[src/rtl/poly_tone_gen_if.sv]
// Note-update port for poly_tone_gen.
// Sequencer drives the request, generator returns ready.
interface poly_tone_gen_if #(
    parameter int NCH   = 4,
    parameter int DIV_W = 22
);
    localparam int CH_W = (NCH > 1) ? $clog2(NCH) : 1;

    logic             upd_valid;
    logic             upd_ready;
    logic [CH_W-1:0]  upd_ch;
    logic [DIV_W-1:0] upd_div;
    logic [14:0]      upd_vol;
    logic             upd_gate;
    logic [1:0]       upd_pan;

    modport master (
        output upd_valid, upd_ch, upd_div,
        output upd_vol, upd_gate, upd_pan,
        input  upd_ready
    );

    modport slave (
        input  upd_valid, upd_ch, upd_div,
        input  upd_vol, upd_gate, upd_pan,
        output upd_ready
    );
endinterface

[src/rtl/poly_tone_gen.sv]
// Multi-channel square-wave tone generator with
// volume envelope, stereo pan and saturating mixer.
module poly_tone_gen #(
    parameter int NCH       = 4,
    parameter int DIV_W     = 22,
    parameter int RAMP_DIV  = 1000,
    parameter int RAMP_STEP = 512
) (
    input  logic               clk,
    input  logic               rst_n,
    poly_tone_gen_if.slave     upd,
    output logic signed [15:0] audio_left,
    output logic signed [15:0] audio_right,
    output logic [NCH-1:0]     active
);
    localparam int CH_W  = (NCH > 1) ? $clog2(NCH) : 1;
    localparam int PRE_W = (RAMP_DIV > 1) ? $clog2(RAMP_DIV) : 1;
    localparam int ACC_W = 17 + $clog2(NCH);

    localparam logic signed [ACC_W-1:0] MAXV = ACC_W'(32767);
    localparam logic signed [ACC_W-1:0] MINV = ACC_W'(-32768);

    logic [PRE_W-1:0] pre_q, pre_d;
    logic             tick;

    logic [DIV_W-1:0] cnt_q [NCH];
    logic [DIV_W-1:0] cnt_d [NCH];
    logic [DIV_W-1:0] div_q [NCH];
    logic [DIV_W-1:0] div_d [NCH];
    logic [DIV_W-1:0] pdiv_q [NCH];
    logic [DIV_W-1:0] pdiv_d [NCH];
    logic [14:0]      amp_q [NCH];
    logic [14:0]      amp_d [NCH];
    logic [14:0]      vol_q [NCH];
    logic [14:0]      vol_d [NCH];
    logic [14:0]      pvol_q [NCH];
    logic [14:0]      pvol_d [NCH];
    logic [1:0]       pan_q [NCH];
    logic [1:0]       pan_d [NCH];
    logic [1:0]       ppan_q [NCH];
    logic [1:0]       ppan_d [NCH];

    logic [NCH-1:0] phase_q, phase_d;
    logic [NCH-1:0] gate_q, gate_d;
    logic [NCH-1:0] pgate_q, pgate_d;
    logic [NCH-1:0] pend_q, pend_d;
    logic [NCH-1:0] tog, idle;

    logic signed [15:0] left_q, left_d;
    logic signed [15:0] right_q, right_d;
    logic [NCH-1:0]     active_q, active_d;

    logic [CH_W-1:0] ch_sel;

    assign ch_sel        = (NCH == 1) ? '0 : upd.upd_ch;
    assign upd.upd_ready = ~pend_q[ch_sel];
    assign audio_left    = left_q;
    assign audio_right   = right_q;
    assign active        = active_q;

    // One envelope step toward the target, clamped without wrapping.
    function automatic logic [14:0] env_next(
        input logic [14:0] amp,
        input logic [14:0] vol,
        input logic        gate
    );
        logic [15:0] a, v, s, up;
        logic [14:0] r;
        a  = {1'b0, amp};
        v  = {1'b0, vol};
        s  = 16'(RAMP_STEP);
        up = a + s;
        r  = amp;
        if (gate) begin
            if (a < v) begin
                r = (up > v) ? vol : up[14:0];
            end else if (a > v) begin
                r = ((a - v) > s) ? 15'(a - s) : vol;
            end
        end else begin
            r = (a > s) ? 15'(a - s) : 15'd0;
        end
        return r;
    endfunction

    function automatic logic signed [15:0] sat16(
        input logic signed [ACC_W-1:0] x
    );
        logic signed [15:0] r;
        if (x > MAXV) begin
            r = 16'sh7fff;
        end else if (x < MINV) begin
            r = 16'sh8000;
        end else begin
            r = x[15:0];
        end
        return r;
    endfunction

    // Shared envelope prescaler.
    always_comb begin
        tick  = (pre_q == PRE_W'(RAMP_DIV - 1));
        pre_d = tick ? '0 : pre_q + 1'b1;
    end

    // Per-channel toggle event and idle detection.
    always_comb begin
        tog  = '0;
        idle = '0;
        for (int i = 0; i < NCH; i++) begin
            tog[i]  = (div_q[i] != '0) && (cnt_q[i] == div_q[i]);
            idle[i] = ((amp_q[i] == '0) && !gate_q[i]) ||
                      (div_q[i] == '0);
        end
    end

    // Channel next state: tone counter, apply, accept, envelope.
    always_comb begin
        phase_d = phase_q;
        gate_d  = gate_q;
        pgate_d = pgate_q;
        pend_d  = pend_q;
        for (int i = 0; i < NCH; i++) begin
            cnt_d[i]  = cnt_q[i];
            div_d[i]  = div_q[i];
            pdiv_d[i] = pdiv_q[i];
            amp_d[i]  = amp_q[i];
            vol_d[i]  = vol_q[i];
            pvol_d[i] = pvol_q[i];
            pan_d[i]  = pan_q[i];
            ppan_d[i] = ppan_q[i];

            if (div_q[i] != '0) begin
                if (tog[i]) begin
                    cnt_d[i]   = '0;
                    phase_d[i] = ~phase_q[i];
                end else begin
                    cnt_d[i] = cnt_q[i] + 1'b1;
                end
            end

            // Idle channels restart from phase 0 immediately;
            // sounding channels switch only on a half-period edge.
            if (pend_q[i] && (idle[i] || tog[i])) begin
                div_d[i]  = pdiv_q[i];
                vol_d[i]  = pvol_q[i];
                gate_d[i] = pgate_q[i];
                pan_d[i]  = ppan_q[i];
                pend_d[i] = 1'b0;
                if (idle[i]) begin
                    cnt_d[i]   = '0;
                    phase_d[i] = 1'b0;
                end
            end

            if (upd.upd_valid && !pend_q[i] &&
                (ch_sel == CH_W'(i))) begin
                pend_d[i]  = 1'b1;
                pdiv_d[i]  = upd.upd_div;
                pvol_d[i]  = upd.upd_vol;
                pgate_d[i] = upd.upd_gate;
                ppan_d[i]  = upd.upd_pan;
            end

            if (tick) begin
                amp_d[i] = env_next(amp_q[i], vol_q[i], gate_q[i]);
            end
        end
    end

    // Stereo mix with saturation; outputs registered.
    always_comb begin
        logic signed [ACC_W-1:0] sum_l, sum_r;
        logic signed [16:0]      smp;
        sum_l    = '0;
        sum_r    = '0;
        smp      = '0;
        active_d = '0;
        for (int i = 0; i < NCH; i++) begin
            if (div_q[i] == '0) begin
                smp = '0;
            end else if (phase_q[i]) begin
                smp = $signed({2'b00, amp_q[i]});
            end else begin
                smp = -$signed({2'b00, amp_q[i]});
            end
            if (pan_q[i][0]) sum_l = sum_l + ACC_W'(smp);
            if (pan_q[i][1]) sum_r = sum_r + ACC_W'(smp);
            active_d[i] = (amp_q[i] != '0);
        end
        left_d  = sat16(sum_l);
        right_d = sat16(sum_r);
    end

    // State registers.
    always_ff @(posedge clk or negedge rst_n) begin
        if (!rst_n) begin
            pre_q    <= '0;
            phase_q  <= '0;
            gate_q   <= '0;
            pgate_q  <= '0;
            pend_q   <= '0;
            left_q   <= '0;
            right_q  <= '0;
            active_q <= '0;
            for (int i = 0; i < NCH; i++) begin
                cnt_q[i]  <= '0;
                div_q[i]  <= '0;
                pdiv_q[i] <= '0;
                amp_q[i]  <= '0;
                vol_q[i]  <= '0;
                pvol_q[i] <= '0;
                pan_q[i]  <= '0;
                ppan_q[i] <= '0;
            end
        end else begin
            pre_q    <= pre_d;
            phase_q  <= phase_d;
            gate_q   <= gate_d;
            pgate_q  <= pgate_d;
            pend_q   <= pend_d;
            left_q   <= left_d;
            right_q  <= right_d;
            active_q <= active_d;
            for (int i = 0; i < NCH; i++) begin
                cnt_q[i]  <= cnt_d[i];
                div_q[i]  <= div_d[i];
                pdiv_q[i] <= pdiv_d[i];
                amp_q[i]  <= amp_d[i];
                vol_q[i]  <= vol_d[i];
                pvol_q[i] <= pvol_d[i];
                pan_q[i]  <= pan_d[i];
                ppan_q[i] <= ppan_d[i];
            end
        end
    end
endmodule

[src/flat_wrapper.sv]
// flat-port wrapper written by rule: the top's interface ports become plain ports
module poly_tone_gen_flat 
#(
    parameter int NCH       = 4,
    parameter int DIV_W     = 22,
    parameter int RAMP_DIV  = 1000,
    parameter int RAMP_STEP = 512
)
  (clk, rst_n, audio_left, audio_right, active, upd_upd_valid, upd_upd_ch, upd_upd_div, upd_upd_vol, upd_upd_gate, upd_upd_pan, upd_upd_ready);
  poly_tone_gen_if #(.NCH(NCH), .DIV_W(DIV_W)) upd_i ();
  input  logic clk;
  input  logic rst_n;
  output logic signed [15:0] audio_left;
  output logic signed [15:0] audio_right;
  output logic [NCH-1:0] active;
  input wire logic [$bits(upd_i.upd_valid)-1:0] upd_upd_valid;
  input wire logic [$bits(upd_i.upd_ch)-1:0] upd_upd_ch;
  input wire logic [$bits(upd_i.upd_div)-1:0] upd_upd_div;
  input wire logic [$bits(upd_i.upd_vol)-1:0] upd_upd_vol;
  input wire logic [$bits(upd_i.upd_gate)-1:0] upd_upd_gate;
  input wire logic [$bits(upd_i.upd_pan)-1:0] upd_upd_pan;
  output wire logic [$bits(upd_i.upd_ready)-1:0] upd_upd_ready;
  assign upd_i.upd_valid = upd_upd_valid;
  assign upd_i.upd_ch = upd_upd_ch;
  assign upd_i.upd_div = upd_upd_div;
  assign upd_i.upd_vol = upd_upd_vol;
  assign upd_i.upd_gate = upd_upd_gate;
  assign upd_i.upd_pan = upd_upd_pan;
  assign upd_upd_ready = upd_i.upd_ready;
  poly_tone_gen #(.NCH(NCH), .DIV_W(DIV_W), .RAMP_DIV(RAMP_DIV), .RAMP_STEP(RAMP_STEP)) u_core (.clk(clk), .rst_n(rst_n), .upd(upd_i), .audio_left(audio_left), .audio_right(audio_right), .active(active));
endmodule
[config.mk]
export PLATFORM = sky130hd
export DESIGN_NAME = poly_tone_gen_flat
export DESIGN_NICKNAME = d
export VERILOG_FILES = /design/src/rtl/poly_tone_gen_if.sv /design/src/rtl/poly_tone_gen.sv /design/src/flat_wrapper.sv
export SDC_FILE = /design/constraint.sdc
export NUM_CORES = 1
export LEC_CHECK = 0
export CAP_MARGIN = 0
export CORE_UTILIZATION = 45
export DETAILED_ROUTE_END_ITERATION = 8
export HOLD_SLACK_MARGIN = 0.15
export PLACE_DENSITY_LB_ADDON = 0.08
export RECOVER_POWER = 100
export REMOVE_ABC_BUFFERS = 1
export SKIP_LAST_GASP = 1
export SYNTH_ARGS = -nofsm -noshare
export SYNTH_HDL_FRONTEND = slang
export SYNTH_SLANG_ARGS = --single-unit
[constraint.sdc]
create_clock -name clk -period 11.3 [get_ports clk]
set_clock_uncertainty 0.1 [all_clocks]
set_input_delay 3.39 -clock clk [delete_from_list [all_inputs] [get_ports clk]]
set_output_delay 3.39 -clock clk [all_outputs]
set_load 0.01 [all_outputs]
# Word level (Yosys, flattened, before mapping)
# Index checks and enable logic that the tools add are counted.
# totals
wordCells	266
in_bits	45
ff_bits	522
out_inout_bits	37
# classes
n_lt_le_gt_ge	25
n_bitwise	5
n_eq_ne	12
mux	87
reduce_logical	61
n_addsub	27
# ops
op	count
$mux W15	24
$mux W22	16
$mux W19	8
$mux W17	8
$add A19 B17 Y19	6
$add A22 B1 Y22 const B	4
$eq A22 B22 Y1	4
$logic_not A22 Y1	4
$reduce_bool A22 Y1	4
$neg A15 Y17	4
$add A15 B10 Y16 const B	4
$gt A16 B10 Y1 const B	4
$gt A16 B15 Y1	4
$mux W16	4
$sub A15 B15 Y16	4
$gt A15 B10 Y1 const B	4
$gt A15 B15 Y1	4
$logic_not A15 Y1	4
$lt A15 B15 Y1	4
$reduce_bool A15 Y1	4
$sub A15 B10 Y15 const B	4
$gt A19 B16 Y1 const B	2
$lt A19 B16 Y1 const B	2
$mux W1	25
15 further kinds	62

# Longest topological paths before layout
# Gate-level depths: netlist of the first run.
# logic_depth
ltp_word	13
depth_mapped	37
mapped_depth_nobuf	35

# Worst setup path before layout of the first run
# OpenSTA, ideal clock, no wires.
# synth_path
path_kind	register to register
start	register u_core.div_q[60] (netlist name)
end	register u_core.left_q[14], in the netlist u_core.audio_left[14]
period_less_slack_ps	7838
setup_slack_ps	3462
setup_ps	124
n_path_buf	3
arrival_time_ps	7614
path_stages_with_launch	36
cell_sequence	dfrtp_1 -> nor4_1 -> nand4_1 -> nor2_1 -> clkbuf_1 -> buf_1 -> nor2_1 -> ha_1 -> fa_1 -> a211o_1 -> a211oi_1 -> o21ai_0 -> a21o_1 -> o21ai_0 -> xor2_1 -> a21oi_1 -> ha_1 -> a21o_1 -> a21o_1 -> a2111oi_0 -> o31ai_1 -> and3_1 -> o21ai_0 -> o21ai_0 -> inv_1 -> ha_1 -> nand3_1 -> nand2_1 -> a41o_1 -> o41ai_2 -> xnor2_1 -> nand2_1 -> xnor3_2 -> a311oi_4 -> buf_6 -> a21oi_2
# synth_between
elab_chain_cells	11
elab_cells_between_ends	12
cone_classes	add/sub (3); order compare (2); mux (6); reduce/logical (1)
# synth_rtl
item	line_no	source
from (decl)	poly_tone_gen.sv:28	logic [DIV_W-1:0] div_q [NCH];
from (signal, indexed assignment)	poly_tone_gen.sv:227	div_q[i] <= div_d[i];
$logic_not A22 Y1 (*)	poly_tone_gen.sv:180	if (div_q[i] == '0) begin
$mux W17 (*)	poly_tone_gen.sv:180	
$add A19 B17 Y19 (*)	poly_tone_gen.sv:187	if (pan_q[i][0]) sum_l = sum_l + ACC_W'(smp);
$mux W19 (*)	poly_tone_gen.sv:187	
$add A19 B17 Y19	poly_tone_gen.sv:187	
$mux W19 (*)	poly_tone_gen.sv:187	
$add A19 B17 Y19	poly_tone_gen.sv:187	
$mux W19 (*)	poly_tone_gen.sv:187	
$lt A19 B16 Y1	poly_tone_gen.sv:92	end else if (x < MINV) begin
$mux W16	poly_tone_gen.sv:92	
$mux W16 (*)	poly_tone_gen.sv:90	if (x > MAXV) begin
net u_core.left_d[14]	poly_tone_gen.sv:49	logic signed [15:0] left_q, left_d;
to (signal assigned)	poly_tone_gen.sv:222	left_q <= left_d;
to (decl)	poly_tone_gen.sv:49	
# The timed path passes the listed nets; every way through them passes the cells marked *.
# A chain may end at the register's enable or synchronous reset.

# Worst setup path in the final report of the first run
# layout_path
start	register u_core.div_q[56] (netlist name)
end	register u_core.left_q[0], in the netlist u_core.audio_left[0]
# Same word-level chain as after synthesis.

==> results.sh, run 1 <==
export IMPL_status="finished, violations left"
export IMPL_violations="max-capacitance violations, max-slew violations"
export IMPL_place_gp_congestion=0.924
export IMPL_slew_viol_final=458
export IMPL_crit_slowest_cell="a311oi_2"
export IMPL_p_switching_w=0.00279
export IMPL_async_reset_ff_frac=1.00
export IMPL_fin_nets=3944
export IMPL_worstPathRequired_ns=11.64
export IMPL_cp_max_fo=22
export IMPL_synth_distinct_cells=113
export IMPL_rsz0062_at_grt="false"
export IMPL_final_period_utilization=0.867
export IMPL_grt_pass1_vias=27700
export IMPL_path_clk_slew_ns=0.06
export IMPL_worst_pin_slew_ns=5.05
export IMPL_via_per_inst=5.83
export IMPL_dieArea_sq_um=79300
export IMPL_synth_most_common_cell="dfrtp_1"
export IMPL_worst_hold_path_type="reg2reg"
export IMPL_yosysWarningCount=0
export IMPL_p_int_w=0.00482
export IMPL_startpoint="u_core.div_q[56]"
export IMPL_layout_drive_gt1_share=0.141
export IMPL_grt_max_degree=166
export IMPL_endpoint_kind="register"
export IMPL_vias=27800
export IMPL_grt_pass1_wl_um=160000
export IMPL_fin_crit_ns=9.79
export IMPL_yosysTopAreaCell="dfrtp_1"
export IMPL_dp_cells=4663
export IMPL_synthTopCellsByArea="dfrtp_1 37%, mux2_2 11%, ha_1 7.3%"
export IMPL_powerDensity_nw_per_um2=196
export IMPL_dpl_cell_area_sq_um=37000
export IMPL_clockPowerShare=0.268
export IMPL_rr_endpoint="u_core.audio_left[0]"
export IMPL_syn_cell_area_sq_um=35200
export IMPL_path_depth=31
export IMPL_fin_hold_ws_ns=0.379
export IMPL_arrival_ns=10.13
export IMPL_fill_cells=7164
export IMPL_critPathKind="reg2reg"
export IMPL_cts_hold_buf=0
export IMPL_core_sq_um=77300
export IMPL_final_area_sq_um=38900
export IMPL_wl_per_cell_um=21.4
export IMPL_detailedPlacementHpwl_um=78500
export IMPL_clock_sinks=522
export IMPL_clock_fmax_ghz=0.102
export IMPL_timing_slew_headroom=-2.36
export IMPL_regToRegSetupSlack_ns=1.51
export IMPL_cts_buffers_inserted=59
export IMPL_vdd_drop_max_v=0.000148
export IMPL_p_seq_frac=0.394
export IMPL_power_frac_comb=0.338
export IMPL_drtIter0Drc=2016
export IMPL_critical_path_max_stage_delay_ns=1.04
export IMPL_synth_edff_count=0
export IMPL_post_cts_resized=0
export IMPL_ys_top_cells_by_count="522 x dfrtp_1, 375 x nor2_1, 354 x mux2_2, 215 x nand2_1, 205 x ha_1"
export IMPL_final_cells=4773
export IMPL_clk_latency_ns=0.65
export IMPL_ys_ff_latch=522
export IMPL_seq_area_frac_synth=0.371
export IMPL_wirelength_um=102000
export IMPL_cts_setup_buffers=0
export IMPL_critical_path_endpoint="u_core.audio_left[0]"
export IMPL_finalHoldViolCount=0
export IMPL_critPathLaunchType="register"
export IMPL_cts_root_buffer="clkbuf_16"
export IMPL_clk_path_buf_depth=3
export IMPL_synthDominantCellAreaShare=0.371
export IMPL_syn_avg_cell_area_sq_um=9.62
export IMPL_timing_critical_path_buf_inv=2
export IMPL_leakagePower_nw=17.4
export IMPL_p_sw_frac=0.366
export IMPL_die_w_um=282
export IMPL_tns_ns=0
export IMPL_io_pins=82
export IMPL_portBuffers=81
export IMPL_area_growth_pct=10.6
export IMPL_chipHeight_um=282
export IMPL_antenna_found_initial=1
export IMPL_grt_overflow=0
export IMPL_synthesis_instances=3656
export IMPL_drt_pass1_iterations=6
export IMPL_reg2reg_from="u_core.div_q[56]"
export IMPL_grt_usage=0.257
export IMPL_reg2reg_depth=31
export IMPL_placementRows=102
export IMPL_cts_tree="done"
export IMPL_postRouteAntennaNets=0
export IMPL_cts_max_level=2
export IMPL_cpLargestDelayFamily="compound AO/OA/AOI/OAI gates"
export IMPL_drc=0
export IMPL_setup_viol_count_final=0
export IMPL_start_util=0.455
export IMPL_synth_ff_type="dfrtp_1"
export IMPL_num_antenna_cells=0
export IMPL_drv_cap=9
[logic make-up (layout without fill, tap and decap cells)]
| group | after synthesis | count (layout) | share of synthesized area |
|---|---|---|---|
| flops | 522 | 522 | 0.371 |
| mux | 382 | 382 | 0.122 |
| simple gates | 1145 | 1145 | 0.163 |
| xor+xnor | 347 | 347 | 0.0876 |
| buf+inv | 279 | 356 | 0.0307 |
| compound gates | 766 | 766 | 0.147 |
| fa+ha+maj | 215 | 215 | 0.0786 |
[cells in the final DEF (no fill, tap or decap), drive strengths merged, types with 35 or more instances in the layout]
| cell type | instances |
|---|---|
| a21oi | 206 |
| ha | 205 |
| xor2 | 171 |
| and3 | 42 |
| o21ai | 179 |
| nand2b | 35 |
| nor3 | 99 |
| nor2 | 376 |
| a21o | 63 |
| dfrtp | 522 |
| nor2b | 38 |
| nand4 | 56 |
| clkbuf | 94 |
| nand3 | 96 |
| mux2 | 355 |
| dlygate4sd3 | 39 |
| nand2 | 216 |
| nor4 | 54 |
| inv | 141 |
| xnor2 | 175 |
| clkdlybuf4s50 | 41 |
[through the flow]
stage	setup WS [ns]	power [W]	utilization
after CTS	2.47	0.00772	0.506
final	1.51	0.00761	0.503
after global placement	2.69	0.00554	0.479
after global routing	0.832	0.00808	0.503
after detailed placement	2.53	0.00565	0.479
after floorplan	2.79	0.00472	-
[layer usage]
layer,vias to the layer above,wire [um],track usage
li1,13300,-,-
met1,13800,46300,0.343
met2,601,48600,0.434
met3,172,3270,0.0226
met4,2,4010,0.0964
met5,-,13,0
[sequential cells by signal, indices dropped and copies added (netlist names)]
name / cells
u_core.div_q: 88
u_core.amp_q: 60
u_core.pre_q: 10
u_core.pdiv_q: 88
u_core.vol_q: 60
u_core.phase_q: 4
u_core.pend_q: 4
u_core.pgate_q: 4
u_core.active: 4
u_core.gate_q: 4
u_core.ppan_q: 8
u_core.pvol_q: 60
u_core.pan_q: 8
u_core.audio_right: 16
u_core.audio_left: 16
u_core.cnt_q: 88
[power groups by stage]
stage	registers, W	logic (W)	clock network (W)
after floorplan	0.00284	0.00188	0
after global placement	0.00301	0.00254	0
after detailed placement	0.00304	0.00261	0
after CTS	0.00301	0.00262	0.00209
after global routing	0.00308	0.00283	0.00217
final	0.00300	0.00257	0.00204
[cell type report]
type	instances	area, sq um	share of cell area
Multi-Input combinational cell	2855	21000	0.539
Sequential cell	522	13100	0.336
Clock buffer	76	1640	0.0422
Tap cell	1040	1300	0.0335
Timing Repair Buffer	108	960	0.0247
Inverter	138	518	0.0133
Clock inverter	34	453	0.0116
[worst min path at each step]
stage / startpoint / to / slack, ns / cells after the start
detailed placement: u_core.pre_q[9] / u_core.pre_q[9] / 0.37 / 1
global placement: u_core.pre_q[9] / u_core.pre_q[9] / 0.37 / 1
finish: u_core.pvol_q[32] / u_core.vol_q[32] / 0.38 / 1
global route: u_core.pvol_q[32] / u_core.vol_q[32] / 0.40 / 1
floorplan: u_core.pre_q[9] / u_core.pre_q[9] / 0.34 / 1
CTS: u_core.pvol_q[32] / u_core.vol_q[32] / 0.37 / 1
Power figures use the tool's default switching activity.
==> run 2: changes to the inputs <==
Settings changed: CAP_MARGIN 0 to 20.
==> run 2 against run 1 <==
Compared with the run above: the run still ends with max-capacitance violations, max-slew violations left; global-route usage barely moved; worst setup slack improved by 0.27 ns; sequential power barely moved; non-clock buffer count rose by 3; largest cell class unchanged; routed wire length fell by 0.12%.
==> results.sh, run 2 (same netlist as run 1, synthesis figures left out) <==
export IMPL_largestRegisters="u_core.cnt_q: 88 flops, u_core.div_q: 88 flops, u_core.pdiv_q: 88 flops"
export IMPL_worstPathRequired_ns=11.66
export IMPL_leakagePower_nw=17.4
export IMPL_core_sq_um=77300
export IMPL_fin_crit_ns=9.52
export IMPL_cts_tree="done"
export IMPL_portBuffers=81
export IMPL_critical_path_max_stage_delay_ns=0.85
export IMPL_final_period_utilization=0.843
export IMPL_reg2reg_depth=31
export IMPL_antenna_found_initial=1
export IMPL_critPathKind="reg2reg"
export IMPL_cts_max_level=2
export IMPL_post_cts_resized=0
export IMPL_worst_hold_path_type="reg2reg"
export IMPL_path_clk_slew_ns=0.06
export IMPL_vias=27700
export IMPL_cts_root_buffer="clkbuf_16"
export IMPL_violations="max-capacitance violations, max-slew violations"
export IMPL_start_util=0.455
export IMPL_regArea_sq_um=13100
export IMPL_dieArea_sq_um=79300
export IMPL_clock_sinks=522
export IMPL_drv_cap=10
export IMPL_die_w_um=282
export IMPL_placementRows=102
export IMPL_arrival_ns=9.89
export IMPL_powerDensity_nw_per_um2=196
export IMPL_via_per_inst=5.81
export IMPL_layout_common_cells="522 x dfrtp_1, 375 x nor2_1, 352 x mux2_2"
export IMPL_place_gp_congestion=0.924
export IMPL_endpoint_kind="register"
export IMPL_cts_buffers_inserted=59
export IMPL_vdd_drop_max_v=0.000147
export IMPL_setup_viol_count_final=0
export IMPL_crit_slowest_cell="clkbuf_1"
export IMPL_postRouteAntennaNets=0
export IMPL_multiInputGateArea_sq_um=21000
export IMPL_chipHeight_um=282
export IMPL_drtIter0Drc=1834
export IMPL_cp_max_fo=22
export IMPL_status="finished, violations left"
export IMPL_grt_overflow=0
export IMPL_rsz0062_at_grt="false"
export IMPL_grt_max_degree=166
export IMPL_critPathLaunchType="register"
export IMPL_grt_pass1_vias=27400
export IMPL_holdPathStages=1
export IMPL_layout_cells_most_common="dfrtp_1"
export IMPL_layout_drive_gt1_share=0.141
export IMPL_clk_latency_ns=0.66
export IMPL_num_antenna_cells=0
export IMPL_finalHoldViolCount=0
export IMPL_area_growth_pct=10.8
export IMPL_fill_cells=7215
export IMPL_worst_pin_slew_ns=4.95
export IMPL_clk_path_buf_depth=3
export IMPL_detailedPlacementHpwl_um=78500
export IMPL_cts_setup_buffers=0
export IMPL_io_pins=82
export IMPL_fin_hold_ws_ns=0.379
export IMPL_clock_fmax_ghz=0.105
export IMPL_timing_slew_headroom=-2.30
export IMPL_wirelength_um=102000
export IMPL_drt_pass1_iterations=6
export IMPL_grt_pass1_wl_um=159000
export IMPL_wl_per_cell_um=21.4
export IMPL_cts_hold_buf=0
export IMPL_slew_viol_final=647
export IMPL_tns_ns=0
export IMPL_cpMostUsedCell="o21ai_0"
export IMPL_grt_usage=0.257
export IMPL_drc=0
export IMPL_fin_nets=3947
==> run 2: cell count changes in the layout (fill, tap and decap cells not counted), moves of 2 or more <==
cell	delta
clkinv_2	-3
mux2_1	-2
mux2_2	+2
clkinv_4	-2
clkbuf_8	+4
a21oi_1	+6
clkinvlp_4	+2
a21oi_2	-6
==> run 2: critical path, delay by kind of cell (launching register included) <==
kind	cells	cell delay, ns
multiplexers	1	0.34
flip-flops	1	0.40
AO/OA/AOI/OAI	14	3.82
XOR/XNOR	3	0.70
AND/OR/NAND/NOR	8	1.80
buffers and inverters	2	1.03
adder cells (fa/ha/maj)	3	1.11
==> run 2: stage by stage <==
step | util | instance area [sq um] | power (W) | std cells | setup WS (ns)
floorplan | - | 34600 | 0.00472 | 3515 | 2.79
global placement | 0.479 | 37000 | 0.00554 | 4663 | 2.69
detailed placement | 0.479 | 37000 | 0.00564 | 4664 | 2.51
CTS | 0.507 | 39200 | 0.00775 | 4774 | 2.42
global route | 0.504 | 39000 | 0.00810 | 4776 | 0.878
finish | 0.504 | 39000 | 0.00764 | 4776 | 1.78
==> run 2: power breakdown <==
part | internal, W | switching, W
registers | 0.00243 | 0.000572
clock network | 0.00125 | 0.000836
logic | 0.00120 | 0.00137
==> run 2: final timing paths <==
check                             startpoint                endpoint  slack [ns]
max in group asynchronous              rst_n        u_core.amp_q[22]        2.10
max reg2reg                 u_core.div_q[56]    u_core.audio_left[6]        1.78
max                         u_core.div_q[56]    u_core.audio_left[6]        1.78
min in group asynchronous              rst_n  u_core.audio_right[11]        4.42
min reg2reg                u_core.pvol_q[30]        u_core.vol_q[30]        0.38
min                        u_core.pvol_q[30]        u_core.vol_q[30]        0.38
==> run 2: routing by layer <==
layer	global-route usage	vias to the layer above	share of wire
li1	-	13300	-
met5	0	-	0.00013
met2	0.437	552	0.48
met3	0.0236	140	0.031
met4	0.0857	2	0.035
met1	0.343	13800	0.45
==> run 2: layout make-up <==
class,count,share of cell area
Clock inverter,32,0.0120
Multi-Input combinational cell,2855,0.538
Inverter,138,0.0133
Timing Repair Buffer,111,0.0246
Tap cell,1040,0.0334
Sequential cell,522,0.335
Clock buffer,78,0.0433
